[src/rtl/multipath_pkg.sv]
// Shared types, constants and helpers for the multipath channel emulator.
package multipath_pkg;

   typedef enum logic [1:0] {IDLE, ACCUM, FINISH} state_e;

   localparam int          LFSR_W       = 16;
   localparam logic [15:0] DEFAULT_SEED = 16'hACE1;
   localparam int          LFSR_TAP_A   = 15;
   localparam int          LFSR_TAP_B   = 13;
   localparam int          LFSR_TAP_C   = 12;
   localparam int          LFSR_TAP_D   = 10;

   // Ceiling log2 for elaboration-time width arithmetic (clog2(1) = 0).
   function automatic int clog2(input int unsigned v);
      int r;
      r = 0;
      for (int i = 0; i < 32; i++) begin
         if ((64'd1 << i) < 64'(v)) r = i + 1;
      end
      return r;
   endfunction

   // Clamp a wide signed value into the range of a w-bit signed number.
   function automatic logic signed [63:0] saturate(input logic signed [63:0] v,
                                                   input int               w);
      logic signed [63:0] hi;
      logic signed [63:0] lo;
      hi = (64'sd1 <<< (w - 1)) - 64'sd1;
      lo = -(64'sd1 <<< (w - 1));
      if (v > hi) return hi;
      if (v < lo) return lo;
      return v;
   endfunction

endpackage

[src/rtl/multipath_channel_p_delay_line.sv]
// Circular symbol buffer: cleared on reset, one write port, one combinational
// read at a symbol offset behind the most recently written entry.
module multipath_channel_p_delay_line #(
   parameter int SYM_W = 2,
   parameter int DEPTH = 16,
   parameter int AW    = 4
) (
   input  logic                    clk_i,
   input  logic                    rst_ni,
   input  logic                    we_i,
   input  logic signed [SYM_W-1:0] wdata_i,
   input  logic        [AW-1:0]    rd_delay_i,
   output logic signed [SYM_W-1:0] rdata_o
);

   logic signed [SYM_W-1:0] mem_q [DEPTH];
   logic        [AW-1:0]    wr_ptr_q;
   logic        [AW-1:0]    rd_addr;

   // Offset 0 addresses the entry written last; AW-bit arithmetic wraps mod DEPTH.
   always_comb begin
      rd_addr = wr_ptr_q - AW'(1) - rd_delay_i;
      rdata_o = mem_q[rd_addr];
   end

   // Store the symbol and advance the write pointer; reset clears every entry.
   always_ff @(posedge clk_i or negedge rst_ni) begin
      if (!rst_ni) begin
         for (int i = 0; i < DEPTH; i++) mem_q[i] <= '0;
         wr_ptr_q <= '0;
      end else if (we_i) begin
         mem_q[wr_ptr_q] <= wdata_i;
         wr_ptr_q        <= wr_ptr_q + AW'(1);
      end
   end

endmodule

[src/rtl/multipath_channel_p.sv]
// Multipath channel emulator: per accepted symbol, sums NTAPS delayed, scaled
// and attenuated copies of the symbol stream, optionally adds LFSR noise and
// presents one saturated sample with a single-cycle valid strobe.
module multipath_channel_p
   import multipath_pkg::*;
#(
   parameter  int          SYM_W   = 2,
   parameter  int          OUT_W   = 14,
   parameter  int          DEPTH   = 16,
   parameter  int          NTAPS   = 2,
   parameter  int          AMP     = 436,
   parameter  int          NOISE_W = 8,
   parameter  logic [15:0] SEED    = DEFAULT_SEED,
   localparam int          AW      = clog2(DEPTH)
) (
   input  logic                    clk,
   input  logic                    reset,
   input  logic                    sym_valid,
   input  logic signed [SYM_W-1:0] sym_in,
   input  logic [NTAPS*AW-1:0]     tap_delay,
   input  logic [NTAPS*4-1:0]      tap_shift,
   input  logic                    noise_en,
   output logic                    busy,
   output logic                    out_valid,
   output logic signed [OUT_W-1:0] chan_out,
   output logic                    overrun
);

   localparam int PW    = SYM_W + OUT_W;
   localparam int KW    = (NTAPS > 1) ? clog2(NTAPS) : 1;
   localparam int ACC_W = PW + clog2(NTAPS) + 1;
   localparam int SUM_W = ACC_W + 1;
   localparam logic signed [OUT_W-1:0] AMP_S = OUT_W'(AMP);

   state_e                    state_q, state_d;
   logic        [KW-1:0]      k_q, k_d;
   logic signed [ACC_W-1:0]   acc_q, acc_d;
   logic        [LFSR_W-1:0]  lfsr_q, lfsr_d;
   logic                      overrun_q, overrun_d;
   logic                      out_valid_q, out_valid_d;
   logic signed [OUT_W-1:0]   chan_q, chan_d;
   logic        [NTAPS*AW-1:0] tap_delay_q;
   logic        [NTAPS*4-1:0] tap_shift_q;
   logic                      noise_en_q;

   logic                      accept;
   logic        [AW-1:0]      rd_delay;
   logic        [3:0]         rd_shift;
   logic signed [SYM_W-1:0]   rd_sym;
   logic signed [PW-1:0]      prod;
   logic signed [PW-1:0]      term;
   logic signed [SUM_W-1:0]   noise_ext;
   logic signed [SUM_W-1:0]   sum;
   logic                      lfsr_fb;

   assign accept    = sym_valid && (state_q == IDLE);
   assign busy      = (state_q != IDLE);
   assign out_valid = out_valid_q;
   assign chan_out  = chan_q;
   assign overrun   = overrun_q;

   multipath_channel_p_delay_line #(
      .SYM_W (SYM_W),
      .DEPTH (DEPTH),
      .AW    (AW)
   ) u_delay_line (
      .clk_i      (clk),
      .rst_ni     (reset),
      .we_i       (accept),
      .wdata_i    (sym_in),
      .rd_delay_i (rd_delay),
      .rdata_o    (rd_sym)
   );

   // Datapath for the current tap, the noise term and the pre-saturation sum.
   always_comb begin
      rd_delay  = tap_delay_q[k_q*AW +: AW];
      rd_shift  = tap_shift_q[k_q*4 +: 4];
      prod      = PW'(rd_sym) * PW'(AMP_S);
      term      = prod >>> rd_shift;
      noise_ext = noise_en_q ? {{(SUM_W-NOISE_W){lfsr_q[NOISE_W-1]}}, lfsr_q[NOISE_W-1:0]}
                             : '0;
      sum       = {acc_q[ACC_W-1], acc_q} + noise_ext;
      lfsr_fb   = lfsr_q[LFSR_TAP_A] ^ lfsr_q[LFSR_TAP_B] ^
                  lfsr_q[LFSR_TAP_C] ^ lfsr_q[LFSR_TAP_D];
   end

   // Next-state logic: accept, accumulate one tap per cycle, then publish.
   always_comb begin
      state_d     = state_q;
      k_d         = k_q;
      acc_d       = acc_q;
      lfsr_d      = lfsr_q;
      overrun_d   = overrun_q;
      out_valid_d = 1'b0;
      chan_d      = chan_q;
      if (sym_valid && (state_q != IDLE)) overrun_d = 1'b1;
      case (state_q)
         IDLE: begin
            if (sym_valid) begin
               state_d = ACCUM;
               k_d     = '0;
               acc_d   = '0;
               lfsr_d  = {lfsr_q[LFSR_W-2:0], lfsr_fb};
            end
         end
         ACCUM: begin
            acc_d = acc_q + {{(ACC_W-PW){term[PW-1]}}, term};
            if (k_q == KW'(NTAPS - 1)) state_d = FINISH;
            else                       k_d     = k_q + KW'(1);
         end
         FINISH: begin
            chan_d      = OUT_W'(saturate({{(64-SUM_W){sum[SUM_W-1]}}, sum}, OUT_W));
            out_valid_d = 1'b1;
            state_d     = IDLE;
         end
         default: state_d = IDLE;
      endcase
   end

   // Control and output registers, returned to their idle values by reset.
   always_ff @(posedge clk or negedge reset) begin
      if (!reset) begin
         state_q     <= IDLE;
         k_q         <= '0;
         lfsr_q      <= SEED;
         overrun_q   <= 1'b0;
         out_valid_q <= 1'b0;
         chan_q      <= '0;
      end else begin
         state_q     <= state_d;
         k_q         <= k_d;
         lfsr_q      <= lfsr_d;
         overrun_q   <= overrun_d;
         out_valid_q <= out_valid_d;
         chan_q      <= chan_d;
      end
   end

   // Accumulator and per-symbol configuration snapshot (cleared/loaded on accept).
   always_ff @(posedge clk) begin
      acc_q <= acc_d;
      if (accept) begin
         tap_delay_q <= tap_delay;
         tap_shift_q <= tap_shift;
         noise_en_q  <= noise_en;
      end
   end

endmodule

[config.mk]
export PLATFORM = sky130hd
export DESIGN_NAME = multipath_channel_p
export DESIGN_NICKNAME = d
export VERILOG_FILES = /design/src/rtl/multipath_pkg.sv /design/src/rtl/multipath_channel_p_delay_line.sv /design/src/rtl/multipath_channel_p.sv
export SDC_FILE = /design/constraint.sdc
export NUM_CORES = 1
export LEC_CHECK = 0
export BUFFER_PORTS_ARGS = -buffer_cell sky130_fd_sc_hd__buf_2
export CORE_MARGIN = 5
export CORE_UTILIZATION = 55
export DETAILED_ROUTE_END_ITERATION = 10
export GPL_ROUTABILITY_DRIVEN = 0
export PLACE_DENSITY = 0.73
export SLEW_MARGIN = 20
export SYNTH_ARGS = -nofsm -noshare
export SYNTH_HDL_FRONTEND = slang
export SYNTH_SLANG_ARGS = --single-unit
[constraint.sdc]
create_clock -name clk -period 7.2 [get_ports clk]
set_clock_uncertainty 0.05 [all_clocks]
set_input_delay 0 -clock clk [delete_from_list [all_inputs] [get_ports clk]]
set_output_delay 0 -clock clk [all_outputs]
set_load 0.1 [all_outputs]
**Word-level counts from Yosys, hierarchy flattened**

Index checks and enable logic that the tools add are counted.

- Add/sub/neg operators: 6
- $mul: 1
- Order comparisons: 5
- Equality and inequality tests: 4
- Shifts and indexed selects: 3
- Multiplexer cells: 25
- Bitwise logic cells: 5
- Reductions and logical operators: 9

Operators with widths:

| operator | number |
|---|---|
| 2-to-1 mux 14 bit | 4 |
| case mux 18 bit (2 select lines) | 1 |
| bitwise mux 32 bit | 1 |
| adder 19 bit | 1 |
| > comparator 19 x 14 -> 1 bit, second input constant | 1 |
| < comparator 19 x 14 -> 1 bit, second input constant | 1 |
| 2-to-1 mux 19 bit | 1 |
| adder 18 bit | 1 |
| 2-to-1 mux 18 bit | 1 |
| variable part select 8 x 4 -> 4 bit | 2 |
| >>> shifter 12 x 4 -> 16 bit | 1 |
| >= comparator 5 bit, second input constant | 2 |
| multiplier 2 x 8 -> 10 bit, second input constant | 1 |
| 2-to-1 mux 2 bit | 5 |
| NOT 4 -> 5 bit | 2 |
| binary-select mux 2 bit (select 4 bit) | 1 |
| demux 2 bit (select 4 bit) | 1 |
| 2-to-1 mux 1 bit | 8 |
| AND reduction 2 bit | 3 |
| < comparator 5 x 1 -> 1 bit, second input constant | 1 |
| adder 4 x 1 -> 4 bit, second input constant | 1 |
| != test 2 bit, second input constant | 2 |
| case mux 2 bit (2 select lines) | 1 |
| nonzero test 2 bit | 2 |
| 9 further kinds | 13 |

- Register bits after elaboration: 106
- Input bits: 22

**Depth between registers and ports, before layout**

Gate-level depths: netlist of the first run.

- Depth after elaboration: 10
- Mapped depth: 29
- Depth with buffers taken out: 26

**Cells and area by module**

Synthesis of the first run repeated with hierarchy kept, for this count alone.

- Cells, all modules: 640
- Area total of the unflattened synthesis: 6,784.0 µm²

Modules (own cells, without submodules):

| module | times used | cells an instance | area an instance (µm²) | seq. area each (µm²) |
|---|---|---|---|---|
| multipath_channel_p | 1 | 504 | 4,873.4 | 1,936.9 |
| multipath_channel_p_delay_line | 1 | 136 | 1,910.6 | 900.9 |

**Worst setup path after synthesis of the first run**

No wires, ideal clock.

- Path kind: reg2reg
- Start: register k_q
- End: register acc_q[16], data pin
- Arrival time: 6.306 ns
- Required time: 6.881 ns
- Path slack: 0.575 ns
- Stages on the path, launching flop included: 29
- Buffers on the path: 4
- Cells stage by stage: dfrtp_1 clkbuf_1 clkbuf_1 mux2i_1 ha_1 inv_1 fa_1 clkbuf_1 mux4_2 mux4_2 buf_2 inv_1 ha_1 o21ai_0 mux2i_1 nor3_1 o21ai_0 o21ai_1 ha_1 fa_1 a21o_1 a21oi_1 o21bai_1 a21oi_1 o21ba_2 o21ai_0 a2111oi_0 o21ai_0 nor3b_1

- Cells in the longest elaborated chain, start to end: 10

RTL lines:

| element | line | RTL |
|---|---|---|
| from (decl) | multipath_channel_p.sv:36 | `logic [KW-1:0] k_q, k_d;` |
| from (signal assigned) | multipath_channel_p.sv:132 | `k_q <= k_d;` |
| variable part select 8 x 4 -> 4 bit | multipath_channel_p.sv:77 | `rd_delay = tap_delay_q[k_q*AW +: AW];` |
| subtractor 4 bit | multipath_channel_p_delay_line.sv:22 | `rd_addr = wr_ptr_q - AW'(1) - rd_delay_i;` |
| NOT 4 -> 5 bit (not written as such) | multipath_channel_p_delay_line.sv:23 | `rdata_o = mem_q[rd_addr];` |
| binary-select mux 2 bit (select 4 bit) | multipath_channel_p_delay_line.sv:23 |  |
| 2-to-1 mux 2 bit (not written as such) (2 in a row) | multipath_channel_p_delay_line.sv:23 |  |
| multiplier 2 x 8 -> 10 bit | multipath_channel_p.sv:79 | `prod = PW'(rd_sym) * PW'(AMP_S);` |
| >>> shifter 12 x 4 -> 16 bit (*) | multipath_channel_p.sv:80 | `term = prod >>> rd_shift;` |
| adder 18 bit (*) | multipath_channel_p.sv:108 | `acc_d = acc_q + {{(ACC_W-PW){term[PW-1]}}, term};` |
| case mux 18 bit (2 select lines) (*) | multipath_channel_p.sv:98 | `case (state_q)` |
| to (signal assigned) | multipath_channel_p.sv:142 | `acc_q <= acc_d;` |
| to (decl) | multipath_channel_p.sv:37 | `logic signed [ACC_W-1:0] acc_q, acc_d;` |

Mark *: on every way between the ends. The rest lies on a longest branch, timed or not. The select of a mux whose other input is x is not followed.
A chain may end at the register's enable or synchronous reset.

**Final worst setup path of the first run**

Same ends and word-level chain as after synthesis.

==> impl_metrics.tcl, run 1 <==
set metrics [dict create \
    highest_delay_cell_along_the_critical_path "fa_1" \
    number_of_drc_markers_after_the_initial_detailed_route_iteration 395 \
    starting_density_of_the_core_pct 56.4 \
    postRouteAntennaNets 0 \
    die_width_um 118 \
    hold_depth 2 \
    final_core_utilization_pct 63.3 \
    cap_viol_max_count 0 \
    flow.area_growth_from_synthesis_pct 12.4 \
    fill_cells 916 \
    min_period_ns 6.62 \
    min_delay_startpoint "sym_in[1]" \
    critical_path.endpoint_type "flop" \
    finalCritPeriodShare_pct 91.9 \
    setup_tns_final_ns 0 \
    synthesis.nets 665 \
    synth_edf_count 35 \
    post_route_cells_drive_above_1_share_pct 19.4 \
    grt_antenna_before_repair 0 \
    synth_top_area_share_pct 24.4 \
    synth_async_sr_flop_share_pct 67.0 \
    max-clock-path-buffers 2 \
    cts.reportedPaths.clkPinSlew_ns 0.08 \
    tritoncts.num_buffers 9 \
    clock_tree_from_tritoncts "built" \
    reg2regPathDepth 24 \
    critPathMostFrequentCell "o21ai_0" \
    ys_types 71 \
    routed_wirelength_um 13500 \
    max_freq_ghz 0.151 \
    placedInstanceArea_um2 6730 \
    core.rowCount 39 \
    clockRootBuffer "clkbuf_16" \
    design_area_um2 7260 \
    first_global_vias 4539 \
    grt_first_pass_wirelength_um 21900 \
    setup.worst_path.start_class "flop" \
    critical_path_class "flop to flop" \
    most_area_hungry_cell_type_in_the_yosys_netlist "dfrtp_1" \
    worst_slew_margin_rel_pct 40.5 \
    synthMostInstantiatedCell "nand2_1" \
    critical_path.cell_chain "mux2i_1 > ha_1 > inv_1 > fa_1 > mux4_2 > mux4_2 > inv_1 > ha_1 > o21ai_0 > mux2i_1 > nor3_1 > o21ai_0 > o21ai_1 > ha_1 > fa_1 > a21o_1 > a21oi_1 > o21bai_1 > a21oi_1 > o21ba_2 > o21ai_0 > a2111oi_1 > o21ai_0 > nor3b_1" \
    endpoint_arrival_time_on_the_critical_path_ns 6.64 \
    status "complete, no violations" \
    largest_cells_by_area_after_synthesis "dfrtp_1 24%, edfxtp_1 16%, ha_1 8.3%" \
    nets 717 \
    timing_worst_slew_pin_value_ns 0.868 \
    antenna_cells 0 \
    min_to "u_delay_line.mem_q[13]" \
    synthFlopType "dfrtp_1" \
    drt_pass1_iterations 5 \
    worst_r2r_endpoint "acc_q[16]" \
    synth_area_per_cell_um2 10.8 \
    netlist_area_um2 6460 \
    number_of_vias_after_detailed_routing 4702 \
    critical_path.reg2reg.startpoint "k_q" \
    wl_per_cell_um 17.0 \
    critPathRequiredTime_ns 7.23 \
    gr-usage-all-layers_pct 19.0 \
    post_cts_repair_timing_setup_buffer_count 0 \
    drc_violation_count_after_routing 0 \
    die_h_um 118 \
    ctsHtreeMaxLevel 3 \
    dp_hpwl_um 9490 \
    synth-seq-cells 106 \
    avgViaCountPerCell 5.90 \
    synth_cells 597 \
    timing.final.hold_violations 0 \
    synth.yosys.seq_area_share_pct 43.9 \
    ys_warn_count 0 \
    min-delay-path-class "primary input to flop" \
    critPathMaxFanout 10 \
    drv_slew 0 \
    worstSkewPairLatency_ns 0.36 \
    synth_commonest_cells "88 x nand2_1, 63 x dfrtp_1, 43 x ha_1" \
    grt_setup_unrepaired "false" \
    maximum_number_of_pins_on_one_net_before_global_route_repair 72 \
    ios 39 \
    reg2reg_slack_ns 0.58 \
    design.die.area_um2 14000 \
    grt_overflow 0 \
    io_buffers 38 \
    core_region_area_um2 11500 \
    crit_path_max_incr_delay_ns 0.72 \
    setup_viol_count_final 0 \
    tritoncts_sink_count 106 \
]
[critical path: cells and delay by family, from the launching register on]
kind | cells | cell delay, ns
DFF | 1 | 0.40
and+or+nand+nor | 2 | 0.24
buffers and inverters | 2 | 0.21
adders and majority gates | 5 | 1.71
muxes | 4 | 1.59
AOI/OAI and AO/OA | 11 | 2.10
[cell families after synthesis]
logic type,count (synthesis),share of synthesized area (%)
and+or+nand+nor,175,12.4
AOI/OAI and AO/OA,133,14.8
DFF,106,43.9
muxes,57,11.3
adders and majority gates,46,9.25
buffers and inverters,42,3.16
xor gates and xnor gates,38,5.15
[per-stage QoR]
stage                     hold slack [ns]  setup WS [ns]  std cells
final                              0.0686          0.584        797
after global routing               0.0858         0.0508        797
after CTS                          0.0737          0.483        796
after detailed placement            0.128          0.533        761
after global placement              0.126          0.814        761
after floorplan                    -0.346          0.575        597
[final cells by class]
cell class                 instances  area (µm²)  area share [%]
multi-input combinational        450        3450            47.5
timing repair buffer              60         403            5.55
clock buffer                       9         225            3.10
sequential                       106        2840            39.1
clock inverter                     7        86.3            1.19
inverter                          22        82.6            1.14
tap                              143         179            2.46
[worst max path at each step]
stage / from / to / slack (ns) / cells past startpoint
floorplan: k_q / acc_q[16] / 0.58 / 28
global placement: k_q / acc_q[16] / 0.81 / 24
detailed placement: k_q / acc_q[16] / 0.53 / 24
CTS: k_q / acc_q[16] / 0.48 / 24
global route: k_q / acc_q[16] / 0.05 / 24
finish: k_q / acc_q[16] / 0.58 / 24
[layer usage]
metal  global-route usage [%]  vias to the layer above  wire length (µm)
met3                     4.49                       14               642
met1                     25.2                     2288              5930
met5                        0                        -                 0
li1                         -                     2288                 -
met2                     31.5                      112              6760
met4                     5.17                        0               214
[state kept, by name, indices dropped and copies added (netlist names)]
register,cells
overrun,1
chan_out,14
state_q,2
out_valid,1
tap_shift_q,8
lfsr_q,16
k_q,1
u_delay_line.mem_q,32
acc_q,18
tap_delay_q,8
noise_en_q,1
u_delay_line.wr_ptr_q,4
[cells in the final DEF (no fill, tap or decap), types with 11 or more instances in the layout]
cell and count:
inv_1 22, dfrtp_1 63, buf_2 38, mux2i_1 11
ha_1 43, o21ai_0 21, a221o_1 16, a21o_1 11
dlygate4sd3_1 19, xnor2_1 29, and2_1 12, edfxtp_1 35
a21oi_1 32, nor2_1 31, mux2_2 37, nand2_1 88
[what timing repair did]
item / 4_1_cts / 5_1_grt
resized for setup: 0 / 1
endpoints found under the hold margin: 81 / 0
endpoints found under the setup margin: 0 / 1
hold buffers: 19 / 0
Power of run 1 is not shown: default switching activity piles up to over one toggle a cycle in this logic, so the estimate is an artifact.
==> inputs of run 2 (changes only) <==
--- a/config.mk
+++ b/config.mk
@@ -10,7 +10,7 @@
 export CORE_UTILIZATION = 55
 export DETAILED_ROUTE_END_ITERATION = 10
 export GPL_ROUTABILITY_DRIVEN = 0
-export PLACE_DENSITY = 0.73
+export PLACE_DENSITY_LB_ADDON = 0.12
 export SLEW_MARGIN = 20
 export SYNTH_ARGS = -nofsm -noshare
 export SYNTH_HDL_FRONTEND = slang
==> impl_metrics.tcl, run 2 (synthesis results as in run 1) <==
set metrics [dict create \
    critical_path_class "flop to flop" \
    tritoncts.num_buffers 9 \
    design.die.area_um2 14000 \
    flow.area_growth_from_synthesis_pct 11.2 \
    setup_tns_final_ns 0 \
    most_common_cell_after_layout_fill_and_taps_aside "nand2_1" \
    grt_antenna_before_repair 0 \
    setup.worst_path.start_class "flop" \
    min_period_ns 6.56 \
    wl_per_cell_um 16.9 \
    drc_violation_count_after_routing 0 \
    ios 39 \
    critPathMaxFanout 20 \
    biggestRegsByFlops "u_delay_line.mem_q: 32 flops, acc_q: 18 flops, lfsr_q: 16 flops" \
    drv_slew 0 \
    min-delay-path-class "primary input to flop" \
    routed_wirelength_um 13400 \
    timing.final.hold_violations 0 \
    timing_worst_slew_pin_value_ns 0.901 \
    finalCritPeriodShare_pct 91.1 \
    antenna_cells 0 \
    endpoint_arrival_time_on_the_critical_path_ns 6.58 \
    final_core_utilization_pct 62.7 \
    first_global_vias 4636 \
    dp_hpwl_um 9630 \
    post_cts_repair_timing_setup_buffer_count 0 \
    worstSkewPairLatency_ns 0.35 \
    avgViaCountPerCell 5.90 \
    gr-usage-all-layers_pct 19.5 \
    maximum_number_of_pins_on_one_net_before_global_route_repair 72 \
    core.rowCount 39 \
    max-clock-path-buffers 2 \
    number_of_vias_after_detailed_routing 4697 \
    layout_common_cells "88 x nand2_1, 63 x dfrtp_1, 43 x ha_1" \
    post_route_cells_drive_above_1_share_pct 19.0 \
    grt_first_pass_wirelength_um 22500 \
    critPathRequiredTime_ns 7.22 \
    largest_register "u_delay_line.mem_q" \
    worst_slew_margin_rel_pct 38.2 \
    critical_path.endpoint_type "flop" \
    fill_cells 941 \
    cap_viol_max_count 0 \
    grt_setup_unrepaired "false" \
    cts.reportedPaths.clkPinSlew_ns 0.07 \
    grt_overflow 0 \
    post-place-cells 761 \
    setup_viol_count_final 0 \
    starting_density_of_the_core_pct 56.4 \
    clockRootBuffer "clkbuf_16" \
    ctsHtreeMaxLevel 3 \
    max_freq_ghz 0.152 \
    whs_ns 0.0935 \
    tritoncts_sink_count 106 \
    nets 716 \
    die_h_um 118 \
    status "complete, no violations" \
    largest_register_ffs 32 \
    postRouteAntennaNets 0 \
    drt_pass1_iterations 5 \
    clock_tree_from_tritoncts "built" \
    core_region_area_um2 11500 \
    die_width_um 118 \
    final-instance-count-excl-fill 796 \
    number_of_drc_markers_after_the_initial_detailed_route_iteration 402 \
    io_buffers 38 \
]
[run 2: changes by cell type in the layout (fill, tap and decap cells not counted)]
cell and change:
clkbuf_1 +2, clkinv_4 -2, clkinvlp_4 +2, inv_6 -2
bufinv_16 -1, clkinv_1 +1, clkinv_8 -1, inv_4 +1
mux4_1 -1
[run 2: per-stage QoR]
stage	setup WS [ns]	instance area, µm²
after CTS	0.585	7190
after detailed placement	0.588	6730
after global placement	0.783	6730
final	0.642	7190
after floorplan	0.575	6460
after global routing	0.0319	7190
[run 2: final cells by class]
class	instances	area, µm²	share of cell area, %
Inverter	22	82.6	1.15
Sequential cell	106	2840	39.5
Multi-Input combinational cell	449	3420	47.6
Clock buffer	11	233	3.24
Timing Repair Buffer	60	403	5.60
Tap cell	143	179	2.49
Clock inverter	5	30.0	0.418
[run 2: path summary, 6_finish.rpt]
kind | from | end | slack [ns] | depth (start not counted)
max in group asynchronous | reset | u_delay_line.wr_ptr_q[2] | 6.18 | 3
setup / recovery | k_q | acc_q[16] | 0.64 | 24
hold reg to reg | lfsr_q[11] | lfsr_q[11] | 0.41 | 2
min in group asynchronous | reset | out_valid | 0.33 | 3
hold / removal | sym_in[1] | u_delay_line.mem_q[3] | 0.09 | 2
setup reg to reg | k_q | acc_q[16] | 0.64 | 24
[run 2: critical path: stages, from the launching register on]
cell	delay, ns
dfrtp_1	0.39
mux2i_1	0.22
ha_1	0.19
inv_1	0.05
fa_1	0.71
mux4_2	0.36
mux4_2	0.72
inv_1	0.18
ha_1	0.19
o21ai_0	0.12
mux2i_1	0.29
nor3_1	0.09
o21ai_0	0.14
o21ai_1	0.09
ha_1	0.21
fa_1	0.42
a21o_1	0.21
a21oi_1	0.21
o21bai_1	0.09
a21oi_1	0.27
o21ba_2	0.19
o21ai_0	0.12
a2111oi_1	0.49
o21ai_0	0.14
nor3b_1	0.15
[run 2: timing repair]
| item | CTS | global route |
|---|---|---|
| setup endpoints to repair | 0 | 1 |
| endpoints found under the hold margin | 81 | 0 |
| hold buffers | 19 | 0 |
| gates resized for setup | 0 | 1 |
[run 2: routing by layer]
layer / routed length (µm) / up-vias / global-route usage [%]
li1: - / 2274 / -
met1: 5860 / 2293 / 25.5
met2: 6750 / 109 / 33.1
met3: 512 / 21 / 2.72
met4: 314 / 0 / 7.44
met5: 0 / - / 0
Power of run 2 is left out for the same reason.
==> inputs of run 3 (changes only) <==
--- a/config.mk
+++ b/config.mk
@@ -14,4 +14,5 @@
 export SLEW_MARGIN = 20
 export SYNTH_ARGS = -nofsm -noshare
 export SYNTH_HDL_FRONTEND = slang
+export SYNTH_HIERARCHICAL = 1
 export SYNTH_SLANG_ARGS = --single-unit
==> impl_metrics.tcl, run 3 <==
set metrics [dict create \
    design.die.area_um2 14700 \
    netlist_area_um2 6780 \
    synth_commonest_cells "80 x nand2_1, 63 x dfrtp_1, 44 x nor2_1" \
    endpoint_arrival_time_on_the_critical_path_ns 6.47 \
    largest_register "u_delay_line/mem_q" \
    status "complete, no violations" \
    number_of_drc_markers_after_the_initial_detailed_route_iteration 265 \
    regArea_um2 2840 \
    yosys.area_share.adder_pct 7.32 \
    setup_tns_final_ns 0 \
    most_common_cell_after_layout_fill_and_taps_aside "nand2_1" \
    layout_common_cells "80 x nand2_1, 63 x dfrtp_1, 44 x nor2_1" \
    nets 743 \
    synth-compound-area-share_pct 14.9 \
    ys_types 89 \
    avgViaCountPerCell 5.77 \
    critical_path_class "flop to flop" \
    tritoncts.num_buffers 9 \
    largest_register_ffs 32 \
    min-delay-path-class "primary input to flop" \
    synth.yosys.seq_area_share_pct 41.8 \
    core_region_area_um2 12100 \
    synth_async_sr_flop_share_pct 67.0 \
    synth_top_area_share_pct 23.2 \
    reg2reg_slack_ns 0.74 \
    tritoncts_sink_count 106 \
    biggestRegsByFlops "u_delay_line/mem_q: 32 flops, acc_q: 18 flops, lfsr_q: 16 flops" \
    grt_overflow 0 \
    yosys.area_share.xor_xnor_pct 5.20 \
    min_period_ns 6.46 \
    grt_antenna_before_repair 0 \
    flow.area_growth_from_synthesis_pct 11.0 \
    max_freq_ghz 0.155 \
    antenna_cells 0 \
    critPathRequiredTime_ns 7.22 \
    fill_cells 977 \
    io_buffers 38 \
    multi_input_area_um2 3670 \
    synthFlopType "dfrtp_1" \
    routed_wirelength_um 14100 \
    worst_slew_margin_rel_pct 42.1 \
    worstSkewPairLatency_ns 0.35 \
    synth_top_family_by_area "simple AND/OR/NAND/NOR gates" \
    setup.worst_path.start_class "flop" \
    first_global_vias 4844 \
    drc_violation_count_after_routing 0 \
    ios 39 \
    finalCritPeriodShare_pct 89.7 \
    die_h_um 121 \
    grt_first_pass_wirelength_um 23800 \
    number_of_vias_after_detailed_routing 4942 \
    post_route_cells_drive_above_1_share_pct 19.6 \
    post_cts_repair_timing_setup_buffer_count 0 \
    cap_viol_max_count 0 \
    clockRootBuffer "clkbuf_16" \
    cts_resized 0 \
    wl_per_cell_um 16.4 \
    ys_warn_count 6 \
    synth_edf_count 35 \
    critical_path.endpoint_type "flop" \
    ctsHtreeMaxLevel 3 \
    synth.area.mux_share_pct 11.2 \
    timing.final.hold_violations 0 \
    timing_worst_slew_pin_value_ns 0.844 \
    core.rowCount 40 \
    synth_cells 640 \
    critPathMaxFanout 18 \
    synthesis.nets 699 \
    cts.reportedPaths.clkPinSlew_ns 0.07 \
    synth_area_per_cell_um2 10.6 \
    synthMostInstantiatedCell "nand2_1" \
    postRouteAntennaNets 0 \
    die_width_um 121 \
    drv_slew 0 \
    gr-usage-all-layers_pct 20.2 \
    largest_cells_by_area_after_synthesis "dfrtp_1 23%, edfxtp_1 15%, ha_1 6.3%" \
    most_area_hungry_cell_type_in_the_yosys_netlist "dfrtp_1" \
    yosys.area_share.simple_pct 15.4 \
    setup_viol_count_final 0 \
    maximum_number_of_pins_on_one_net_before_global_route_repair 72 \
    clock_tree_from_tritoncts "built" \
    max-clock-path-buffers 2 \
    drt_pass1_iterations 5 \
    starting_density_of_the_core_pct 56.2 \
    synth-seq-cells 106 \
    grt_setup_unrepaired "false" \
    dp_hpwl_um 10200 \
]
==> run 3: cell types whose count changed after synthesis, sizes merged, moves of 5 or more <==
cell   change
a21oi      +5
a221o     -16
buf        +9
ha         -9
nand2      -6
nor2      +13
nor3       +8
o21ai      +9
o221a      +6
o22a       +6
==> run 3: metal layers <==
layer | up-vias | share of wire [%] | global-route usage, %
met3 | 13 | 4.2 | 4.34
met2 | 118 | 49 | 33.1
met1 | 2402 | 46 | 27.5
met4 | 0 | 1.0 | 4.60
li1 | 2409 | - | -
met5 | - | 0 | 0
==> run 3: repair_timing <==
action                                  4_1_cts  5_1_grt
endpoints found under the hold margin        81        0
endpoints found under the setup margin        0        0
hold buffers                                 19        0
==> run 3: worst max-delay path: stages (launching register included) <==
cell and delay, ns:
dfrtp_1 0.32, buf_4 0.20, mux2_2 0.36, inv_1 0.06, ha_1 0.16, inv_1 0.05
fa_1 0.67, mux4_1 0.35, mux2i_1 0.16, mux2i_1 0.09, buf_4 0.21, inv_1 0.09
ha_1 0.28, nor3_1 0.21, a21oi_1 0.05, o21ai_0 0.11, o21ai_0 0.12, a21oi_1 0.30
ha_1 0.28, a21o_1 0.15, a21oi_1 0.21, nor2b_1 0.09, o31ai_1 0.42, a2111oi_0 0.22
or3_1 0.41, o41a_1 0.35, xnor2_1 0.15, nor2_1 0.05
==> run 3: metrics by stage <==
stage | hold WS, ns | std cells | setup slack [ns] | cell area (µm²) | utilization (%)
2_1_floorplan | -0.346 | 640 | 0.739 | 6780 | -
3_3_place_gp | 0.126 | 822 | 1.03 | 7030 | 58.3
3_5_place_dp | 0.128 | 822 | 0.758 | 7030 | 58.3
4_1_cts | 0.0552 | 857 | 0.749 | 7520 | 62.4
5_1_grt | 0.0773 | 857 | 0.215 | 7530 | 62.4
6_report | 0.0708 | 857 | 0.744 | 7530 | 62.4
==> run 3: kinds of logic (layout without fill, tap and decap cells) <==
kind of cell,count (synthesis),in the layout
AOI/OAI and AO/OA,137,137
xor gates and xnor gates,36,36
adders and majority gates,38,38
buffers and inverters,53,102
DFF,106,106
muxes,57,57
and+or+nand+nor,213,213
==> run 3: area by class of cell <==
cell class	instances	area share [%]
clock buffer	11	3.22
clock inverter	5	0.781
inverter	23	1.15
multi-input combinational	481	48.7
sequential	106	37.7
tap	168	2.79
timing repair buffer	63	5.65
==> run 3: worst paths after layout <==
kind | depth (start not counted) | start | end
max | 27 | k_q | acc_q[17]
min | 2 | sym_in[1] | u_delay_line/mem_q[5]
max reg2reg | 27 | k_q | acc_q[17]
min reg2reg | 1 | overrun | overrun
max in group asynchronous | 3 | reset | overrun
min in group asynchronous | 3 | reset | chan_out[10]
Power of run 3 is left out for the same reason.
